**src/rtl/pipeline_hazard_ctrl.sv**
```systemverilog
// Pipeline hazard sequencer: drives stage-register enables/flushes and the
// PC branch-redirect select. It handles load-use stalls, taken branches
// resolved at EX_MEM, and data-memory waits, with a timeout trap and a
// saturating count of cycles in which the PC was held.
//
//   state    | meaning
//   ---------+---------------------------------------------------------------
//   RUN      | normal flow; freeze, branch and load-use rules checked in order
//   MEM_WAIT | data memory busy; pipeline frozen until ready or timeout
//   FLUSH    | branch shadow; IF_ID bubbled for BR_PENALTY advancing cycles
//   ERROR    | memory timeout trap; everything held until reset
module pipeline_hazard_ctrl #(
  parameter int REG_ADDR_W  = 5,
  parameter int MEM_TIMEOUT = 16,
  parameter int BR_PENALTY  = 1,
  parameter int CNT_W       = 32
) (
  input  logic                  clk,
  input  logic                  rst,
  input  logic [REG_ADDR_W-1:0] id_rs1,
  input  logic [REG_ADDR_W-1:0] id_rs2,
  input  logic [REG_ADDR_W-1:0] ex_rd,
  input  logic                  ex_mem_read,
  input  logic                  mem_branch,
  input  logic                  mem_zero,
  input  logic                  mem_access,
  input  logic                  dmem_ready,
  output logic                  pc_en,
  output logic                  if_id_en,
  output logic                  id_ex_en,
  output logic                  ex_mem_en,
  output logic                  mem_wb_en,
  output logic                  if_id_flush,
  output logic                  id_ex_flush,
  output logic                  ex_mem_flush,
  output logic                  pc_sel_branch,
  output logic                  mem_err,
  output logic [1:0]            state,
  output logic [CNT_W-1:0]      stall_cnt
);

  localparam logic [1:0] S_RUN      = 2'd0;
  localparam logic [1:0] S_MEM_WAIT = 2'd1;
  localparam logic [1:0] S_FLUSH    = 2'd2;
  localparam logic [1:0] S_ERROR    = 2'd3;

  // Wait timer holds the number of further not-ready cycles tolerated; the
  // first not-ready cycle is spent in RUN, so it loads MEM_TIMEOUT-1.
  localparam int WAIT_W = $clog2(MEM_TIMEOUT);
  localparam int FL_W   = $clog2(BR_PENALTY + 1);

  logic [WAIT_W-1:0] wait_rem, wait_nxt;
  logic [FL_W-1:0]   flush_rem, flush_nxt;
  logic [1:0]        state_nxt;
  logic              err_nxt;

  logic [4:0] en;   // {pc, if_id, id_ex, ex_mem, mem_wb}
  logic [2:0] fl;   // {if_id, id_ex, ex_mem}
  logic       sel;
  logic       run_rules;

  logic freeze, br_taken, load_use;

  assign freeze   = mem_access & ~dmem_ready;
  assign br_taken = mem_branch & mem_zero;
  assign load_use = ex_mem_read && (ex_rd != '0) &&
                    ((ex_rd == id_rs1) || (ex_rd == id_rs2));

  // Mealy outputs and next-state/counter values from state and inputs.
  always_comb begin
    en        = 5'b11111;
    fl        = 3'b000;
    sel       = 1'b0;
    run_rules = 1'b0;
    state_nxt = state;
    wait_nxt  = wait_rem;
    flush_nxt = flush_rem;
    err_nxt   = mem_err;

    case (state)
      S_RUN: begin
        if (freeze) begin
          en        = 5'b00000;
          state_nxt = S_MEM_WAIT;
          wait_nxt  = WAIT_W'(MEM_TIMEOUT - 1);
        end else begin
          run_rules = 1'b1;
        end
      end
      S_MEM_WAIT: begin
        // mem_access stays asserted by the stalled MEM stage; only ready matters.
        if (!dmem_ready) begin
          en = 5'b00000;
          if (wait_rem == WAIT_W'(1)) begin
            state_nxt = S_ERROR;
            err_nxt   = 1'b1;
          end else begin
            wait_nxt = wait_rem - WAIT_W'(1);
          end
        end else begin
          state_nxt = S_RUN;
          run_rules = 1'b1;
        end
      end
      S_FLUSH: begin
        // ID holds a bubble here, so a load-use check would be meaningless.
        fl[2] = 1'b1;
        if (freeze) begin
          en = 5'b00000;
        end else if (flush_rem <= FL_W'(1)) begin
          state_nxt = S_RUN;
          flush_nxt = '0;
        end else begin
          flush_nxt = flush_rem - FL_W'(1);
        end
      end
      default: begin
        en = 5'b00000;
      end
    endcase

    if (run_rules) begin
      if (br_taken) begin
        sel       = 1'b1;
        fl        = 3'b111;
        state_nxt = S_FLUSH;
        flush_nxt = FL_W'(BR_PENALTY);
      end else if (load_use) begin
        en    = 5'b00111;
        fl[1] = 1'b1;
      end
    end

    if (rst) begin
      en  = 5'b00000;
      fl  = 3'b000;
      sel = 1'b0;
    end
  end

  assign {pc_en, if_id_en, id_ex_en, ex_mem_en, mem_wb_en} = en;
  assign {if_id_flush, id_ex_flush, ex_mem_flush}          = fl;
  assign pc_sel_branch                                     = sel;

  // State, timers, sticky trap flag and saturating stall counter.
  always_ff @(posedge clk) begin
    if (rst) begin
      state     <= S_RUN;
      wait_rem  <= '0;
      flush_rem <= '0;
      mem_err   <= 1'b0;
      stall_cnt <= '0;
    end else begin
      state     <= state_nxt;
      wait_rem  <= wait_nxt;
      flush_rem <= flush_nxt;
      mem_err   <= err_nxt;
      if (!en[4] && (stall_cnt != '1)) begin
        stall_cnt <= stall_cnt + CNT_W'(1);
      end
    end
  end

endmodule

```
**config.mk**
```make
export PLATFORM = sky130hd
export DESIGN_NAME = pipeline_hazard_ctrl
export DESIGN_NICKNAME = d
export VERILOG_FILES = /design/src/rtl/pipeline_hazard_ctrl.sv
export SDC_FILE = /design/constraint.sdc
export NUM_CORES = 1
export LEC_CHECK = 0
export ABC_CLOCK_PERIOD_IN_PS = 4200
export CAP_MARGIN = 0
export CORE_ASPECT_RATIO = 1.1
export CORE_UTILIZATION = 51
export DETAILED_ROUTE_END_ITERATION = 10
export PLACE_DENSITY_LB_ADDON = 0.2
export SLEW_MARGIN = 15
export SYNTH_ARGS = -nofsm -noshare
export SYNTH_HDL_FRONTEND = slang
export SYNTH_SLANG_ARGS = --single-unit
export TNS_END_PERCENT = 1
```
**constraint.sdc**
```tcl
create_clock -name clk -period 4.2 [get_ports clk]
set_input_delay 0.63 -clock clk [delete_from_list [all_inputs] [get_ports clk]]
set_output_delay 0.63 -clock clk [all_outputs]
set_load 0.01 [all_outputs]
```
==> results by group <==
Route
  – 1st-iter DRT viols: 196
  – Total wire length: 5250 µm
  – Final ANT Viol Nets: 0
  – Routed vias: 2242
  – Drt pass-1 iters: 4
  – DRC Markers: 0
  – Vias per Instance: 5.75
  – Avg WL per Cell: 13.4 µm

Logic synthesis
  – Syn Area/Cell: slightly above 8 µm²
  – Synth Area in Compound Gates: 18.8%
  – Seq/Total Area, Yosys: 34.9%
  – Count of cell types in the netlist: 42
  – Cells after Synth: 278
  – Post-Synth Simple-Gate Area: about 29%
  – Largest family of logic cells by synthesized area: simple AND/OR/NAND/NOR gates
  – Yosys warns: 0
  – Mux contribution to synthesized area: 3.47%
  – Cell area after synthesis: around 2200 µm²
  – Post-synthesis register bit count: 39
  – Syn nets: 303
  – Post-synthesis xor/xnor area fraction: 5.48%
  – Synth Area in Adders: 1.68%

Setup path
  – Crit path from: ex_rd[1]
  – Reg2Reg Setup Slack: roughly 1800 ps
  – R2R Path End: stall_cnt[31]
  – Critical path fanouts, max: 5
  – Critical Path AT: between 3000 and 4000 ps
  – FF-to-FF path depth: 6
  – Worst reg2reg startpoint: stall_cnt[2]
  – Worst path required time: ~3600 ps
  – Crit path to: pc_en
  – Setup CP Type: primary input to output pin
  – CP endpoint kind: output pin
  – Worst Setup Start Kind: primary input

Min path
  – Hold WC Path Type: flop to flop

Cells and area
  – Layout Nets: 363
  – Antenna cells: 0
  – Area growth, synth to finish: 33.2%
  – Fillers: 337
  – Share of cells above drive strength 1: 6.51%
  – Finished Layout Cells: 390

GRT
  – Global-route wire length before repair: 8750 µm
  – Congestion Overflow GR: 0
  – GRT Total Usage: between 20% and 30%
  – Largest net degree at the start of global routing: 48
  – Vias in the first global route: between 2000 and 2500
  – Initial antenna violation count: 0

Power
  – Leak: approximately 0.95 nW
  – Pwr Total: 0.000770 W
  – Int Pwr: 0.000569 W
  – Worst vdd ir: 0.208 mV
  – Comb power frac: 16.3%
  – Clock power frac: 33.1%
  – Net Switching: 0.000201 W
  – P per Cell Area: 259 nW/µm²
  – Net Sw Frac: approximately a quarter
  – Sequential Power Share: 50.6%

Timing
  – Rel. slew slack: 46.9%
  – Final Hold Viols: 0
  – RSZ-0062 raised after global routing: false
  – Worst-Margin Slew: 789 ps
  – Max-slew violation count: 0
  – Max Fclk: between 200 and 300 MHz
  – Final cycle utilization of the critical path: about 88%
  – Final setup TNS: 0 ps
  – Final setup viols: 0
  – Clock skew: around 4.6 ps
  – Clock period minus worst slack: around 3700 ps
  – Setup ws final: between 500 and 600 ps

Floorplanning
  – Full die area: 4660 µm²
  – Core Footprint: 4080 µm²
  – Number of I/O pins: 66
  – Initial Utilization: 54.8%
  – Die height: 71.5 µm
  – Placement Rows: 24
  – Die width: 65.2 µm

CTS
  – Max clock buf depth: 2
  – # hold bufs at CTS: 0
  – Clock transition at path regs: 70 ps
  – CTS tree: done
  – Total setup buffers inserted after CTS: 0
  – CTS Sinks: 39
  – Worst skew pair latency: 290 ps
  – H-tree Lvls: 2
  – Post_cts resized: 0
  – Root buffer cell: clkbuf_8
  – TritonCTS buffer count: 5

Placed design
  – Pre-CTS setup slack: 508 ps
  – DP HPWL: 3810 µm
  – Routability cong.: 0.761
  – Inst Count DP: between 300 and 400
  – Port bufs: 65

Run status
  – Run status: completed

Flow run
  – Max-cap violations: 0
==> power groups by stage <==
stage                     Sequential, W  Combinational, W  Clock (W)
after floorplan                0.000397         0.0000729          0
after global placement         0.000398          0.000119          0
after detailed placement       0.000398          0.000123          0
after CTS                      0.000389          0.000124   0.000264
after global routing           0.000391          0.000137   0.000274
final                          0.000390          0.000126   0.000255
==> layout make-up <==
cell class                 instances  area [µm²]  area share [%]
clock inverter                     1        5.00           0.168
timing repair buffer              68         673            22.6
tap                               52        65.1            2.18
multi-input combinational        209        1320            44.2
inverter                          15        56.3            1.89
sequential                        39         781            26.2
clock buffer                       6        82.6            2.77
==> per-stage QoR <==
| step | utilization (%) | hold WS [ps] | area (µm²) |
|---|---|---|---|
| global placement | 70.6 | 463 | 2880 |
| CTS | 72.7 | 503 | 2970 |
| global route | 72.9 | 533 | 2980 |
| detailed placement | 70.6 | 480 | 2880 |
| floorplan | - | 489 | 2240 |
| finish | 72.9 | 497 | 2980 |
==> worst max-delay path, cell delays in order <==
cell             delay (ps)
clkdlybuf4s50_1         470
or4_1                   550
o21ai_0                 330
nor3_1                   90
a21oi_1                 360
clkdlybuf4s50_1         610
==> state kept, by name (all words and copies together), names as in the netlist <==
signal,count
wait_rem,4
stall_cnt,32
mem_err,1
state,2
==> per-layer routing <==
layer	vias to the layer above	GRT usage (%)	part of all wire, %
li1	1137	-	-
met1	1025	28.5	43
met2	70	41.6	50
met3	10	6.21	5.5
met4	0	9.90	1.9
met5	-	0	0
==> placed cells by master (no fill, tap or decap), types with 7 or more instances in the layout <==
master           instances
clkdlybuf4s50_1         65
dfxtp_1                 39
a21oi_1                 27
nand2_1                 23
nor2_1                  22
inv_1                   15
o21ai_0                 12
nand3_1                 11
or3_1                   11
o31ai_1                 11
or4_1                   10
xnor2_1                 10
nand4_1                  7
==> worst min-delay path by stage <==
stage / end / slack, ps / depth (start not counted) / from
finish: stall_cnt[16] / 500 / 2 / stall_cnt[16]
global route: mem_err / 530 / 2 / mem_err
CTS: stall_cnt[16] / 500 / 2 / stall_cnt[16]
detailed placement: mem_err / 480 / 2 / mem_err
global placement: mem_err / 460 / 2 / mem_err
floorplan: wait_rem[1] / 490 / 2 / wait_rem[1]
==> Yosys cell counts <==
master | number | area share, %
a31oi_1 | 2 | 0.56
and3_1 | 6 | 1.7
xnor2_1 | 10 | 3.9
buf_2 | 2 | 0.45
nand4_2 | 1 | 0.56
nor2_4 | 1 | 0.50
nand3b_1 | 2 | 0.67
o21ai_1 | 1 | 0.22
or4b_1 | 3 | 1.3
o41ai_1 | 3 | 1.2
or3_1 | 11 | 3.1
nand2b_1 | 2 | 0.56
o311ai_2 | 1 | 0.73
mux2_2 | 6 | 3.0
o31ai_1 | 11 | 3.7
buf_4 | 5 | 1.7
or3_4 | 1 | 0.50
nor2_1 | 22 | 3.7
nor3_1 | 4 | 0.89
nand3_1 | 11 | 2.5
ha_1 | 3 | 1.7
a311oi_1 | 1 | 0.39
or4_1 | 10 | 3.4
inv_1 | 15 | 2.5
nor2b_1 | 6 | 1.7
o21ai_0 | 12 | 2.7
o2111ai_1 | 3 | 1.2
nand4_1 | 7 | 2.0
a211oi_1 | 2 | 0.67
and2_1 | 2 | 0.56
xor2_1 | 4 | 1.6
o22ai_1 | 2 | 0.56
a21oi_1 | 27 | 6.0
nand2_1 | 23 | 3.9
or2_2 | 1 | 0.28
clkbuf_1 | 6 | 1.0
o211ai_1 | 1 | 0.34
mux2i_1 | 1 | 0.45
buf_6 | 2 | 1.0
nor4_1 | 5 | 1.4
o211ai_2 | 1 | 0.56
dfxtp_1 | 39 | 35
==> kinds of logic after synthesis <==
kind of cell	after synthesis
AO/OA/AOI/OAI	67
XOR/XNOR	14
adder cells (fa/ha/maj)	3
buffers and inverters	30
flip-flops	39
multiplexers	7
AND/OR/NAND/NOR	118
Power figures use the tool's default switching activity.
